`src/rtl/hazard_pkg.sv`:
```
// Shared types and defaults for the hazard/forwarding unit of the in-order pipeline.
package hazard_pkg;

  // Default configuration of the pipeline.
  localparam int AW_DEF         = 5;
  localparam int DEPTH_DEF      = 3;
  localparam int LOAD_READY_DEF = 2;
  localparam int MC_LAT_DEF     = 4;

  // Widest register address a slot can hold; AW must not exceed this.
  localparam int RD_MAX = 8;

  // Forward code meaning "take the operand from the register file".
  localparam int FWD_RF = 0;

  // One in-flight writer tracked by the scoreboard.
  typedef struct packed {
    logic              valid;
    logic [RD_MAX-1:0] rd;
    logic              we;
    logic              load;
  } slot_t;

  localparam slot_t SLOT_BUBBLE = '{valid: 1'b0, rd: {RD_MAX{1'b0}}, we: 1'b0, load: 1'b0};

  // A slot writes register r when it is live, writing, targets r, and r is not the zero register.
  function automatic logic slot_writes(input slot_t s, input logic [RD_MAX-1:0] r);
    return s.valid & s.we & (s.rd == r) & (r != {RD_MAX{1'b0}});
  endfunction

endpackage

```
`src/rtl/hazard_match.sv`:
```
// Youngest-first priority encoder: finds the closest in-flight writer of one source register.
module hazard_match
  import hazard_pkg::*;
#(
  parameter int AW         = AW_DEF,
  parameter int DEPTH      = DEPTH_DEF,
  parameter int LOAD_READY = LOAD_READY_DEF,
  parameter int FW         = $clog2(DEPTH)
) (
  input  logic [AW-1:0]            src_i,
  input  logic                     used_i,
  // Slots 1..DEPTH-1; the retiring slot never matches and is not presented.
  input  slot_t [DEPTH-2:0]        slots_i,
  output logic                     hit_o,
  output logic                     load_early_o,
  output logic [FW-1:0]            code_o
);

  logic [RD_MAX-1:0] src_ext_s;
  logic              hit_s;
  logic              early_s;
  logic [FW-1:0]     code_s;

  assign src_ext_s = RD_MAX'(src_i);

  // Scan oldest to youngest so the youngest (lowest slot index) match is the one left standing.
  always_comb begin
    hit_s   = 1'b0;
    early_s = 1'b0;
    code_s  = FW'(FWD_RF);
    for (int k = DEPTH - 1; k >= 1; k--) begin
      if (used_i && slot_writes(slots_i[k-1], src_ext_s)) begin
        hit_s   = 1'b1;
        early_s = slots_i[k-1].load && (k < LOAD_READY);
        code_s  = FW'(k);
      end else begin
        hit_s   = hit_s;
      end
    end
  end

  assign hit_o        = hit_s;
  assign load_early_o = early_s;
  assign code_o       = code_s;

endmodule

```
`src/rtl/hazard_scoreboard.sv`:
```
// Decode-stage hazard unit: in-flight writer scoreboard, load-use and multi-cycle stalls,
// and registered operand-forwarding selects for the EX stage.
module hazard_scoreboard
  import hazard_pkg::*;
#(
  parameter int AW         = AW_DEF,
  parameter int DEPTH      = DEPTH_DEF,
  parameter int LOAD_READY = LOAD_READY_DEF,
  parameter int MC_LAT     = MC_LAT_DEF,
  parameter int FW         = $clog2(DEPTH)
) (
  input  logic          clk_i,
  input  logic          rst_ni,
  input  logic          id_valid_i,
  input  logic [AW-1:0] id_rs_i,
  input  logic [AW-1:0] id_rt_i,
  input  logic          id_rs_used_i,
  input  logic          id_rt_used_i,
  input  logic [AW-1:0] id_rd_i,
  input  logic          id_we_i,
  input  logic          id_load_i,
  input  logic          id_multi_i,
  input  logic          flush_i,
  output logic          stall_o,
  output logic          issue_o,
  output logic [FW-1:0] fwd_a_o,
  output logic [FW-1:0] fwd_b_o,
  output logic          mc_busy_o
);

  localparam int CW = $clog2(MC_LAT) + 1;

  // Slots 1..DEPTH-1 (index 0 = EX). The writer in slot DEPTH retires this cycle and the
  // register file already returns its value, so it can never be a hazard and is not stored.
  slot_t [DEPTH-2:0] slots_r;
  logic [CW-1:0]     cnt_r;
  logic [CW-1:0]     cnt_next_s;
  logic              mc_busy_r;
  logic [FW-1:0]     fwd_a_r;
  logic [FW-1:0]     fwd_b_r;

  logic              hit_a_s;
  logic              hit_b_s;
  logic              early_a_s;
  logic              early_b_s;
  logic [FW-1:0]     code_a_s;
  logic [FW-1:0]     code_b_s;
  logic              load_use_s;
  logic              stall_s;
  logic              issue_s;
  slot_t             new_slot_s;

  hazard_match #(
    .AW         (AW),
    .DEPTH      (DEPTH),
    .LOAD_READY (LOAD_READY),
    .FW         (FW)
  ) u_match_rs (
    .src_i        (id_rs_i),
    .used_i       (id_rs_used_i),
    .slots_i      (slots_r),
    .hit_o        (hit_a_s),
    .load_early_o (early_a_s),
    .code_o       (code_a_s)
  );

  hazard_match #(
    .AW         (AW),
    .DEPTH      (DEPTH),
    .LOAD_READY (LOAD_READY),
    .FW         (FW)
  ) u_match_rt (
    .src_i        (id_rt_i),
    .used_i       (id_rt_used_i),
    .slots_i      (slots_r),
    .hit_o        (hit_b_s),
    .load_early_o (early_b_s),
    .code_o       (code_b_s)
  );

  // Stall/issue decision: busy EX always stalls; load-use only matters with a real instruction; flush wins.
  always_comb begin
    load_use_s = id_valid_i & (early_a_s | early_b_s);
    stall_s    = mc_busy_r | load_use_s;
    issue_s    = id_valid_i & ~stall_s & ~flush_i;
  end

  // Record entering EX: the issued instruction, or a bubble when nothing issues.
  always_comb begin
    if (issue_s) begin
      new_slot_s = '{valid: 1'b1, rd: RD_MAX'(id_rd_i), we: id_we_i, load: id_load_i};
    end else begin
      new_slot_s = SLOT_BUBBLE;
    end
  end

  // Multi-cycle countdown: loads on a multi-cycle issue, otherwise counts down to zero and rests.
  always_comb begin
    if (issue_s && id_multi_i) begin
      cnt_next_s = CW'(MC_LAT - 1);
    end else if (cnt_r != {CW{1'b0}}) begin
      cnt_next_s = cnt_r - CW'(1);
    end else begin
      cnt_next_s = cnt_r;
    end
  end

  // Scoreboard shift: a busy EX keeps its op and lets a bubble in behind it; otherwise everything advances.
  always_ff @(posedge clk_i or negedge rst_ni) begin
    if (!rst_ni) begin
      for (int k = 0; k < DEPTH - 1; k++) begin
        slots_r[k] <= SLOT_BUBBLE;
      end
    end else if (mc_busy_r) begin
      slots_r[0] <= slots_r[0];
      if (DEPTH > 2) begin
        slots_r[DEPTH > 2 ? 1 : 0] <= SLOT_BUBBLE;
      end
      for (int k = 2; k < DEPTH - 1; k++) begin
        slots_r[k] <= slots_r[k-1];
      end
    end else begin
      slots_r[0] <= new_slot_s;
      for (int k = 1; k < DEPTH - 1; k++) begin
        slots_r[k] <= slots_r[k-1];
      end
    end
  end

  // Multi-cycle counter and its busy flag, both registered so mc_busy_o comes straight from a flop.
  always_ff @(posedge clk_i or negedge rst_ni) begin
    if (!rst_ni) begin
      cnt_r     <= {CW{1'b0}};
      mc_busy_r <= 1'b0;
    end else begin
      cnt_r     <= cnt_next_s;
      mc_busy_r <= (cnt_next_s != {CW{1'b0}});
    end
  end

  // Forward selects travel with the ID/EX register: only an issued instruction carries codes.
  always_ff @(posedge clk_i or negedge rst_ni) begin
    if (!rst_ni) begin
      fwd_a_r <= FW'(FWD_RF);
      fwd_b_r <= FW'(FWD_RF);
    end else begin
      fwd_a_r <= (issue_s && hit_a_s) ? code_a_s : FW'(FWD_RF);
      fwd_b_r <= (issue_s && hit_b_s) ? code_b_s : FW'(FWD_RF);
    end
  end

  assign stall_o   = stall_s;
  assign issue_o   = issue_s;
  assign fwd_a_o   = fwd_a_r;
  assign fwd_b_o   = fwd_b_r;
  assign mc_busy_o = mc_busy_r;

endmodule

```
`config.mk`:
```
export PLATFORM = sky130hd
export DESIGN_NAME = hazard_scoreboard
export DESIGN_NICKNAME = d
export VERILOG_FILES = /design/src/rtl/hazard_pkg.sv /design/src/rtl/hazard_match.sv /design/src/rtl/hazard_scoreboard.sv
export SDC_FILE = /design/constraint.sdc
export NUM_CORES = 1
export LEC_CHECK = 0
export BUFFER_PORTS_ARGS = -buffer_cell sky130_fd_sc_hd__buf_4
export CAP_MARGIN = 25
export CORE_MARGIN = 2
export CORE_UTILIZATION = 30
export DETAILED_ROUTE_END_ITERATION = 6
export PLACE_DENSITY = 0.61
export SYNTH_ARGS = -nofsm -noshare
export SYNTH_HDL_FRONTEND = slang
export SYNTH_SLANG_ARGS = --single-unit
```
`constraint.sdc`:
```
create_clock -name clk_i -period 5.5 [get_ports clk_i]
set_clock_uncertainty 0.15 [all_clocks]
set_input_delay 1.1 -clock clk_i [delete_from_list [all_inputs] [get_ports clk_i]]
set_output_delay 1.1 -clock clk_i [all_outputs]
set_load 0.005 [all_outputs]
```
==> out/results.ini <==
[global_routing]
grt_first_pass_wirelength_um=4110
grt_usage=0.120
grt_pass1_vias=952
top_usage_layer=met2
globalRouteMet1Util=0.134
grt_max_degree=24
grt-ovfl-total=0
antenna_found_initial=0
grtUsageMet3=0.0197
grt_util_met2=0.226

[sta]
tns_ns=0
tightest_slew_ns=0.523
drv_slew=0
finalSetupViolCount=0
hold_slack_ns=0.401
relSlewSlack=0.651
max_freq_mhz=256
rsz0062_at_grt=false
final-hold-violation-count=0
fin_crit_sh=0.710
min_period_ns=3.91

[power_and_ir_drop]
clock_power_share=0.182
switching_power_w=0.000186
p_comb_frac=0.339
ir_drop_mv=0.0930
internal_power_w=0.000363
finalPower_w=0.000549
seqPwrFrac=0.478
swShare=0.339
p_leak_nw=0.668
pwr_density_cell_mw_per_mm2=356

[clock_network]
path_clk_slew_ns=0.07
cts.path.max_buffers=2
cts_root_buf=clkbuf_8
clk_latency_ns=0.26
cts-resized-gates=0
clock_sinks=23
numCtsBuffers=3
ctsHoldBuffers=0
cts_max_level=1
cts_setup_buffers=0
cts_tree=done

[setup_path]
cp-end-kind=primary output
start_kind=primary input
cp_data_arrival_time_ns=2.66
required_ns=4.25
critical_path_class=in -> out
crit_path_max_fanout=14

[yosys]
yosys.area.top_type=dfrtp_1
synth_nets=147
avgSynthCellArea_um2=10.2
async_flop_share=1.00
synth_ff_type=dfrtp_1
ys_warn_count=0
ys_seq_area_frac=0.467
synthesis.area_mm2=0.00123
ys_seq_elements=23
yosysTopAreaCellShare=0.467
netlist_instances=121
synthTopCellsByArea=dfrtp_1 47%, xnor2_1 11%, nand2_1 6.1%
yosysUniqueCellTypes=31
synth_edf_count=0

[route]
drc=0
drtPass1Iterations=4
wl_um=2590
ant_nets=0
routedWlPerCell_um=12.8
drtIter0Drc=29
vias=937
vias_per_cell=4.64

[placed_design]
detailedPlacementHpwl_um=2090
gp_congestion=0.842
dpl-instance-area_mm2=0.00150
port_buffers=30

[finish]
layout_commonest_cell=buf_4
mostFrequentLayoutCells=30 x buf_4, 23 x dfrtp_1, 20 x nand2_1
postLayoutCellArea_mm2=0.00154
area_growth_pct=25.4
nets=179
antenna_cells=0
n_fill_cell=412
layout-drive-gt1-share=0.296

[worst_hold_path]
min_path_type=reg -> reg

[floorplan]
initial_core_util=0.310
row_count=23
dieArea_mm2=0.00463
ios=31
coreArea_mm2=0.00397
dieWidth_um=68.1
die_h_um=68.1

[outcome]
outcome=finished clean

[flow_run]
drv_cap=0

==> worst paths after layout <==
kind                              from           to  slack, ns  depth (start not counted)
setup / recovery            id_rs_i[1]      stall_o       1.59                          7
hold / removal             slots_r[10]  slots_r[10]       0.40                          2
setup reg to reg             mc_busy_o   fwd_b_o[1]       3.38                          5
hold reg to reg            slots_r[10]  slots_r[10]       0.40                          2
max in group asynchronous       rst_ni  slots_r[13]       4.40                          1
min in group asynchronous       rst_ni  slots_r[14]       0.57                          1
==> power groups by stage <==
stage	Sequential [W]	Combinational, W	Clock (W)
after global routing	0.000270	0.000209	0.000110
after global placement	0.000264	0.000178	0
after floorplan	0.000248	0.000144	0
after CTS	0.000263	0.000190	0.000103
after detailed placement	0.000266	0.000189	0
final	0.000263	0.000186	0.000100
==> final cells by class <==
type	count	area [µm²]	share of cell area
multi-input combinational	93	628	0.407
inverter	2	7.51	0.00486
tap	50	62.6	0.0405
clock buffer	4	45.0	0.0292
sequential	23	576	0.373
timing repair buffer	30	225	0.146
==> cells by family (layout without fill, tap and decap cells) <==
logic type / after synthesis / after routing / synth area share
buf+inv: 5 / 36 / 0.0224
flops: 23 / 23 / 0.467
mux: 1 / 1 / 0.00915
compound gates: 21 / 21 / 0.130
xor+xnor: 21 / 21 / 0.149
simple gates: 48 / 48 / 0.201
fa+ha+maj: 2 / 2 / 0.0203
==> metal layers <==
layer | part of all wire | routed length, µm | vias to the layer above
li1 | - | - | 477
met1 | 0.41 | 1070 | 433
met2 | 0.52 | 1340 | 23
met3 | 0.060 | 155 | 4
met4 | 0.010 | 27 | 0
met5 | 0 | 0 | -
==> state kept, by name, summed over array words and instances, names as in the netlist <==
name	cells
cnt_r	3
fwd_a_o	2
fwd_b_o	2
mc_busy_o	1
slots_r	15
==> metrics by stage <==
stage | utilization | setup slack (ns) | instances
2_1_floorplan | - | 1.93 | 121
4_1_cts | 0.389 | 1.60 | 202
3_5_place_dp | 0.377 | 1.61 | 198
5_1_grt | 0.389 | 1.52 | 202
6_report | 0.389 | 1.59 | 202
3_3_place_gp | 0.377 | 1.64 | 198
==> synth_stat cells (2+ instances only) <==
library cell  instances
dfrtp_1              23
nand2_1              20
xnor2_1              15
o21ai_2               8
nor2b_1               7
xor2_1                6
nand4_1               4
nor3_1                4
nor2_1                3
o21ai_0               3
o21ai_1               3
a2111oi_0             2
ha_1                  2
inv_1                 2
nand3_1               2
nor3b_1               2
==> critical path, stage by stage <==
cell     delay [ns]
buf_4          0.12
or4_1          0.51
o21ai_1        0.19
nor3_1         0.13
o21a_4         0.28
a21o_1         0.20
buf_4          0.13
Power figures use the tool's default switching activity.
